## config.mk

```make
export PLATFORM = sky130hd
export DESIGN_NAME = logic_op_scheduler
export DESIGN_NICKNAME = d
export VERILOG_FILES = /design/src/rtl/logic_op_scheduler.sv
export SDC_FILE = /design/constraint.sdc
export NUM_CORES = 1
export LEC_CHECK = 0
export ABC_AREA = 1
export BUFFER_PORTS_ARGS = -buffer_cell sky130_fd_sc_hd__buf_4
export CORE_UTILIZATION = 26
export CTS_CLUSTER_SIZE = 30
export DETAILED_ROUTE_END_ITERATION = 10
export PLACE_DENSITY = 0.5
export SYNTH_ARGS = -nofsm -noshare
export SYNTH_HDL_FRONTEND = slang
export SYNTH_SLANG_ARGS = --single-unit
```

## constraint.sdc

```tcl
create_clock -name clk -period 1.28 [get_ports clk]
set_input_delay 0.256 -clock clk [delete_from_list [all_inputs] [get_ports clk]]
set_output_delay 0.256 -clock clk [all_outputs]
set_load 0.005 [all_outputs]
```

## src/rtl/logic_op_scheduler.sv

```systemverilog
// Two-requester logic-op unit: round-robin grant, one-cycle execute, result held until consumed.
// Throughput is one command per three cycles; per-requester completion counters saturate.
module logic_op_scheduler #(
    parameter int unsigned WIDTH = 16
) (
    input  logic             clk,
    input  logic             rst_n,
    input  logic             req0_valid,
    output logic             req0_ready,
    input  logic [WIDTH-1:0] req0_a,
    input  logic [WIDTH-1:0] req0_b,
    input  logic [2:0]       req0_op,
    input  logic             req1_valid,
    output logic             req1_ready,
    input  logic [WIDTH-1:0] req1_a,
    input  logic [WIDTH-1:0] req1_b,
    input  logic [2:0]       req1_op,
    output logic             out_valid,
    input  logic             out_ready,
    output logic [WIDTH-1:0] out_data,
    output logic             out_id,
    output logic [7:0]       done_cnt0,
    output logic [7:0]       done_cnt1
);

    localparam logic [1:0] StIdle = 2'd0;
    localparam logic [1:0] StExec = 2'd1;
    localparam logic [1:0] StDone = 2'd2;

    logic [1:0]       r_state;
    logic [1:0]       w_state_next;
    logic [WIDTH-1:0] r_a;
    logic [WIDTH-1:0] r_b;
    logic [2:0]       r_op;
    logic             r_id;
    logic             r_last;
    logic [WIDTH-1:0] r_out_data;
    logic             r_out_id;
    logic [7:0]       r_cnt0;
    logic [7:0]       r_cnt1;

    logic             w_idle;
    logic             w_grant0;
    logic             w_grant1;
    logic             w_accept;
    logic             w_xfer;
    logic [WIDTH-1:0] w_result;

    // r_last holds the previous winner; on a tie the other requester goes next.
    assign w_idle   = (r_state == StIdle);
    assign w_grant0 = w_idle && req0_valid && (!req1_valid || r_last);
    assign w_grant1 = w_idle && req1_valid && (!req0_valid || !r_last);
    assign w_accept = w_grant0 || w_grant1;
    assign w_xfer   = (r_state == StDone) && out_ready;

    assign req0_ready = w_grant0;
    assign req1_ready = w_grant1;
    assign out_valid  = (r_state == StDone);
    assign out_data   = r_out_data;
    assign out_id     = r_out_id;
    assign done_cnt0  = r_cnt0;
    assign done_cnt1  = r_cnt1;

    always_comb begin
        w_result = '0;
        case (r_op)
            3'b000:  w_result = r_a & r_b;
            3'b001:  w_result = r_a | r_b;
            3'b010:  w_result = ~r_a;
            3'b011:  w_result = r_a ^ r_b;
            3'b100:  w_result = ~(r_a & r_b);
            3'b101:  w_result = ~(r_a | r_b);
            3'b110:  w_result = ~(r_a ^ r_b);
            3'b111:  w_result = ~r_a + WIDTH'(1);
            default: w_result = '0;
        endcase
    end

    always_comb begin
        w_state_next = r_state;
        case (r_state)
            StIdle:  if (w_accept) w_state_next = StExec;
            StExec:  w_state_next = StDone;
            StDone:  if (out_ready) w_state_next = StIdle;
            default: w_state_next = StIdle;
        endcase
    end

    always_ff @(posedge clk or negedge rst_n) begin
        if (!rst_n) begin
            r_state <= StIdle;
        end else begin
            r_state <= w_state_next;
        end
    end

    always_ff @(posedge clk or negedge rst_n) begin
        if (!rst_n) begin
            r_a    <= '0;
            r_b    <= '0;
            r_op   <= '0;
            r_id   <= 1'b0;
            r_last <= 1'b1;
        end else if (w_accept) begin
            r_a    <= w_grant1 ? req1_a : req0_a;
            r_b    <= w_grant1 ? req1_b : req0_b;
            r_op   <= w_grant1 ? req1_op : req0_op;
            r_id   <= w_grant1;
            r_last <= w_grant1;
        end
    end

    always_ff @(posedge clk or negedge rst_n) begin
        if (!rst_n) begin
            r_out_data <= '0;
            r_out_id   <= 1'b0;
        end else if (r_state == StExec) begin
            r_out_data <= w_result;
            r_out_id   <= r_id;
        end
    end

    always_ff @(posedge clk or negedge rst_n) begin
        if (!rst_n) begin
            r_cnt0 <= 8'd0;
            r_cnt1 <= 8'd0;
        end else if (w_xfer) begin
            if (!r_out_id && (r_cnt0 != 8'hFF)) r_cnt0 <= r_cnt0 + 8'd1;
            if (r_out_id && (r_cnt1 != 8'hFF))  r_cnt1 <= r_cnt1 + 8'd1;
        end
    end

endmodule

```

==> impl_metrics.csv <==
group,metric,value,unit
setup_path,critPathKind,"reg2reg",
routing,drt_wl_total,20900,um
global_route,grt_pass1_vias,5622,
hold_path,min_to,"r_state[1]$_DFFE_PN0P_",
setup_path,r2r_cells,11,
sta,finalHoldViolCount,0,
hold_path,min_from,"out_ready",
placed_design,gp_congestion,0.912,
clock_network,cts-buffers-inserted,9,
floorplan,core,0.0196,mm2
sta,finalCritPeriodShare,1.27,
sta,skew,0.00997,ns
clock_network,cts-htree-levels,3,
power,switching_share,0.436,
floorplan,rows,51,
sta,timing.final.ws_setup,-0.342,ns
floorplan,die-height,144,um
placed_design,hpwl,14100,um
setup_path,crit_top_cell,"nand2_1",
floorplan,initial_core_util,0.267,
sta,rsz0062_at_grt,"yes",
setup_path,worstReg2RegStart,"r_op[0]$_DFFE_PN0P_",
setup_path,worst_path_max_delay_cell,"dfrtp_1",
power,p_leak,4.55,nW
power,ir_drop,1.05,mV
clock_network,cts-root-buf,"clkbuf_16",
setup_path,reg2reg_slack,-0.34,ns
floorplan,die_width,144,um
layout,layout-drive-gt1-share,0.443,
setup_path,cp_slowest_stage_delay,0.43,ns
routing,wl_per_cell,16.0,um
clock_network,cts_buffer_depth,2,
clock_network,cts.clk_slew.worst_paths,0.06,ns
yosys,postSynth.asyncResetShare,1.00,
global_route,antenna_found_initial,0,
setup_path,r2r-end,"out_data[10]$_DFFE_PN0N_",
power,power_density,2690,mW/mm2
power,pwr-share-seq,0.176,
setup_path,start_kind,"flop",
yosys,ys_seq_elements,72,
sta,period_minus_slack,1.62,ns
global_route,grt_pass1_wl,31700,um
clock_network,clock_sinks,72,
yosys,yosys.cell_types.count,32,
power,p_comb_frac,0.703,
sta,finalSetupViolCount,70,
floorplan,die_area,0.0207,mm2
yosys,seq_area_frac_synth,0.345,
global_route,grt-ovfl-total,0,
layout,nets,1147,
sta,tightest_slew,0.303,ns
layout,antenna_cells,0,
clock_network,cts_tree,"done",
setup_path,cp-end-kind,"flop",
run,cap_violations,0,
global_route,grt_max_degree,38,
global_route,grt_use_total,0.204,
yosys,avgSynthCellArea,7.01,um2
sta,max_freq,0.617,GHz
sta,slew_violations,0,
routing,ant_nets,0,
outcome,violations,"setup timing",
yosys,synth-edff-count,0,
yosys,yosysWarnings,0,
routing,num_vias,6051,
yosys,synth_nets,856,
yosys,synth_ff_type,"dfrtp_1",
layout,fin_cells,1307,
routing,avgViaCountPerCell,4.63,
layout,fillers,1886,
yosys,netlist_area,0.00523,mm2
setup_path,critical_path.max_fanout,7,
clock_network,clock_latency,0.35,ns
sta,relSlewSlack,0.798,
yosys,synthCells,746,
placed_design,placedCellCount,1233,
routing,drt_iter0_markers,424,
routing,drc,0,
power,clkPwrFrac,0.121,
power,power,24.6,mW
routing,drtPass1Iterations,5,
hold_path,hold_path_class,"in2reg",
outcome,status,"complete, but fails checks",
power,net-switching-power,10.7,mW
setup_path,worstPathRequired,1.57,ns
setup_path,crit_chain,"buf_12, nor2_4, nand2_4, buf_8, clkinv_8, nor2_1, o21ai_1, nor2_2, nand2_2, nand2_1, nand2_1",
hold_path,worstHoldPathCells,2,
setup_path,cp.arrival,1.91,ns
floorplan,num_io_pins,111,
placed_design,io_buffers,110,
layout,synthToLayoutAreaGrowth,75.0,%
power,intPower,13.9,mW
[state kept, by name, indices dropped and copies added (netlist names)]
register	count
done_cnt1	8
out_data	16
r_last	1
done_cnt0	8
r_op	3
out_id	1
r_id	1
r_b	16
r_a	16
r_state	2
[cells in the final DEF, fill, tap and decap left out, drive strengths merged, types with 12 or more instances in the layout]
cell type    n
buf        304
dfrtp       71
ha          35
inv         95
nand2      154
nand3       61
nand4       12
nor2       132
nor3        12
o21ai       78
o22ai       36
[power by group through the flow]
stage / logic (mW) / registers (mW) / clock network [mW]
floorplan: 6.77 / 4.10 / 0
global placement: 12.8 / 4.20 / 0
detailed placement: 12.8 / 4.20 / 0
CTS: 15.6 / 4.26 / 3.04
global route: 18.7 / 4.46 / 3.14
finish: 17.3 / 4.33 / 2.98
[final cells by class]
| type | instances | area, um2 | area share |
|---|---|---|---|
| clock buffers | 9 | 225 | 0.0246 |
| clock inverters | 7 | 120 | 0.0131 |
| inverters | 98 | 407 | 0.0444 |
| multi-input cells | 546 | 3400 | 0.371 |
| flip-flops and latches | 72 | 1810 | 0.198 |
| well taps | 265 | 332 | 0.0362 |
| repair buffers | 308 | 2850 | 0.311 |
| repair inverters | 2 | 18.8 | 0.00205 |
[worst max-delay path by stage]
stage / cells after the start / startpoint / to / slack [ns]
3_3_place_gp: 8 / r_op[1]$_DFFE_PN0P_ / out_data[1]$_DFFE_PN0N_ / -0.25
6_report: 11 / r_op[0]$_DFFE_PN0P_ / out_data[10]$_DFFE_PN0N_ / -0.34
5_1_grt: 11 / r_op[0]$_DFFE_PN0P_ / out_data[10]$_DFFE_PN0N_ / -0.40
4_1_cts: 5 / r_state[1]$_DFFE_PN0P_ / req0_ready / -0.33
2_1_floorplan: 8 / done_cnt0[0]$_DFFE_PN0P_ / done_cnt0[5]$_DFFE_PN0P_ / -0.1
3_5_place_dp: 10 / r_op[1]$_DFFE_PN0P_ / out_data[9]$_DFFE_PN0N_ / -0.27
[per-stage QoR]
step           hold WS (ns)  area [um2]  TNS, ns  utilization  setup slack [ns]
2_1_floorplan       -0.0396        5330   -0.561            -           -0.0963
3_3_place_gp          0.170        7470    -7.88        0.381            -0.252
3_5_place_dp          0.170        7470    -8.71        0.381            -0.274
4_1_cts               0.148        8650   -11.78        0.442            -0.330
5_1_grt               0.121        9160   -19.92        0.467            -0.402
6_report              0.126        9160   -13.83        0.467            -0.342
[synth_stat cells, types with 7 or more instances]
cell | instances | area [um2]
ha_1 | 35 | 438
nor2_1 | 121 | 454
nand3_1 | 56 | 280
dfrtp_1 | 71 | 1780
nand4_1 | 12 | 75.1
buf_2 | 14 | 70.1
buf_4 | 7 | 52.6
o22ai_1 | 36 | 225
inv_1 | 86 | 323
nand2_1 | 149 | 559
inv_2 | 9 | 33.8
nor2_2 | 7 | 43.8
nor3_1 | 12 | 60.1
o21ai_0 | 72 | 360
[critical path: cells and delay by family (launching register included)]
family,cells,cell delay [ns]
AO/OA/AOI/OAI,1,0.08
buffers and inverters,3,0.41
flip-flops,1,0.43
AND/OR/NAND/NOR,7,0.64
[routing by layer]
| layer | part of all wire | GRT usage | vias up |
|---|---|---|---|
| li1 | - | - | 3028 |
| met1 | 0.48 | 0.298 | 2776 |
| met2 | 0.44 | 0.300 | 203 |
| met3 | 0.056 | 0.0353 | 44 |
| met4 | 0.026 | 0.0672 | 0 |
| met5 | 0 | 0 | - |
[cells by family after synthesis]
logic type,share of synthesized area
AND/OR/NAND/NOR,0.318
buffers and inverters,0.108
AO/OA/AOI/OAI,0.126
flip-flops,0.345
adder cells (fa/ha/maj),0.0837
XOR/XNOR,0.0201
[repair_timing]
| item | 4_1_cts | 5_1_grt |
|---|---|---|
| buffers inserted | 26 | 23 |
| hold endpoints to repair | 19 | 0 |
| setup endpoints to repair | 71 | 82 |
| hold buffers | 1 | 0 |
| pin swaps | 61 | 56 |
| gates resized for setup | 123 | 103 |
| cloned | 10 | 4 |
No activity file was read; power rests on OpenSTA's default activity.
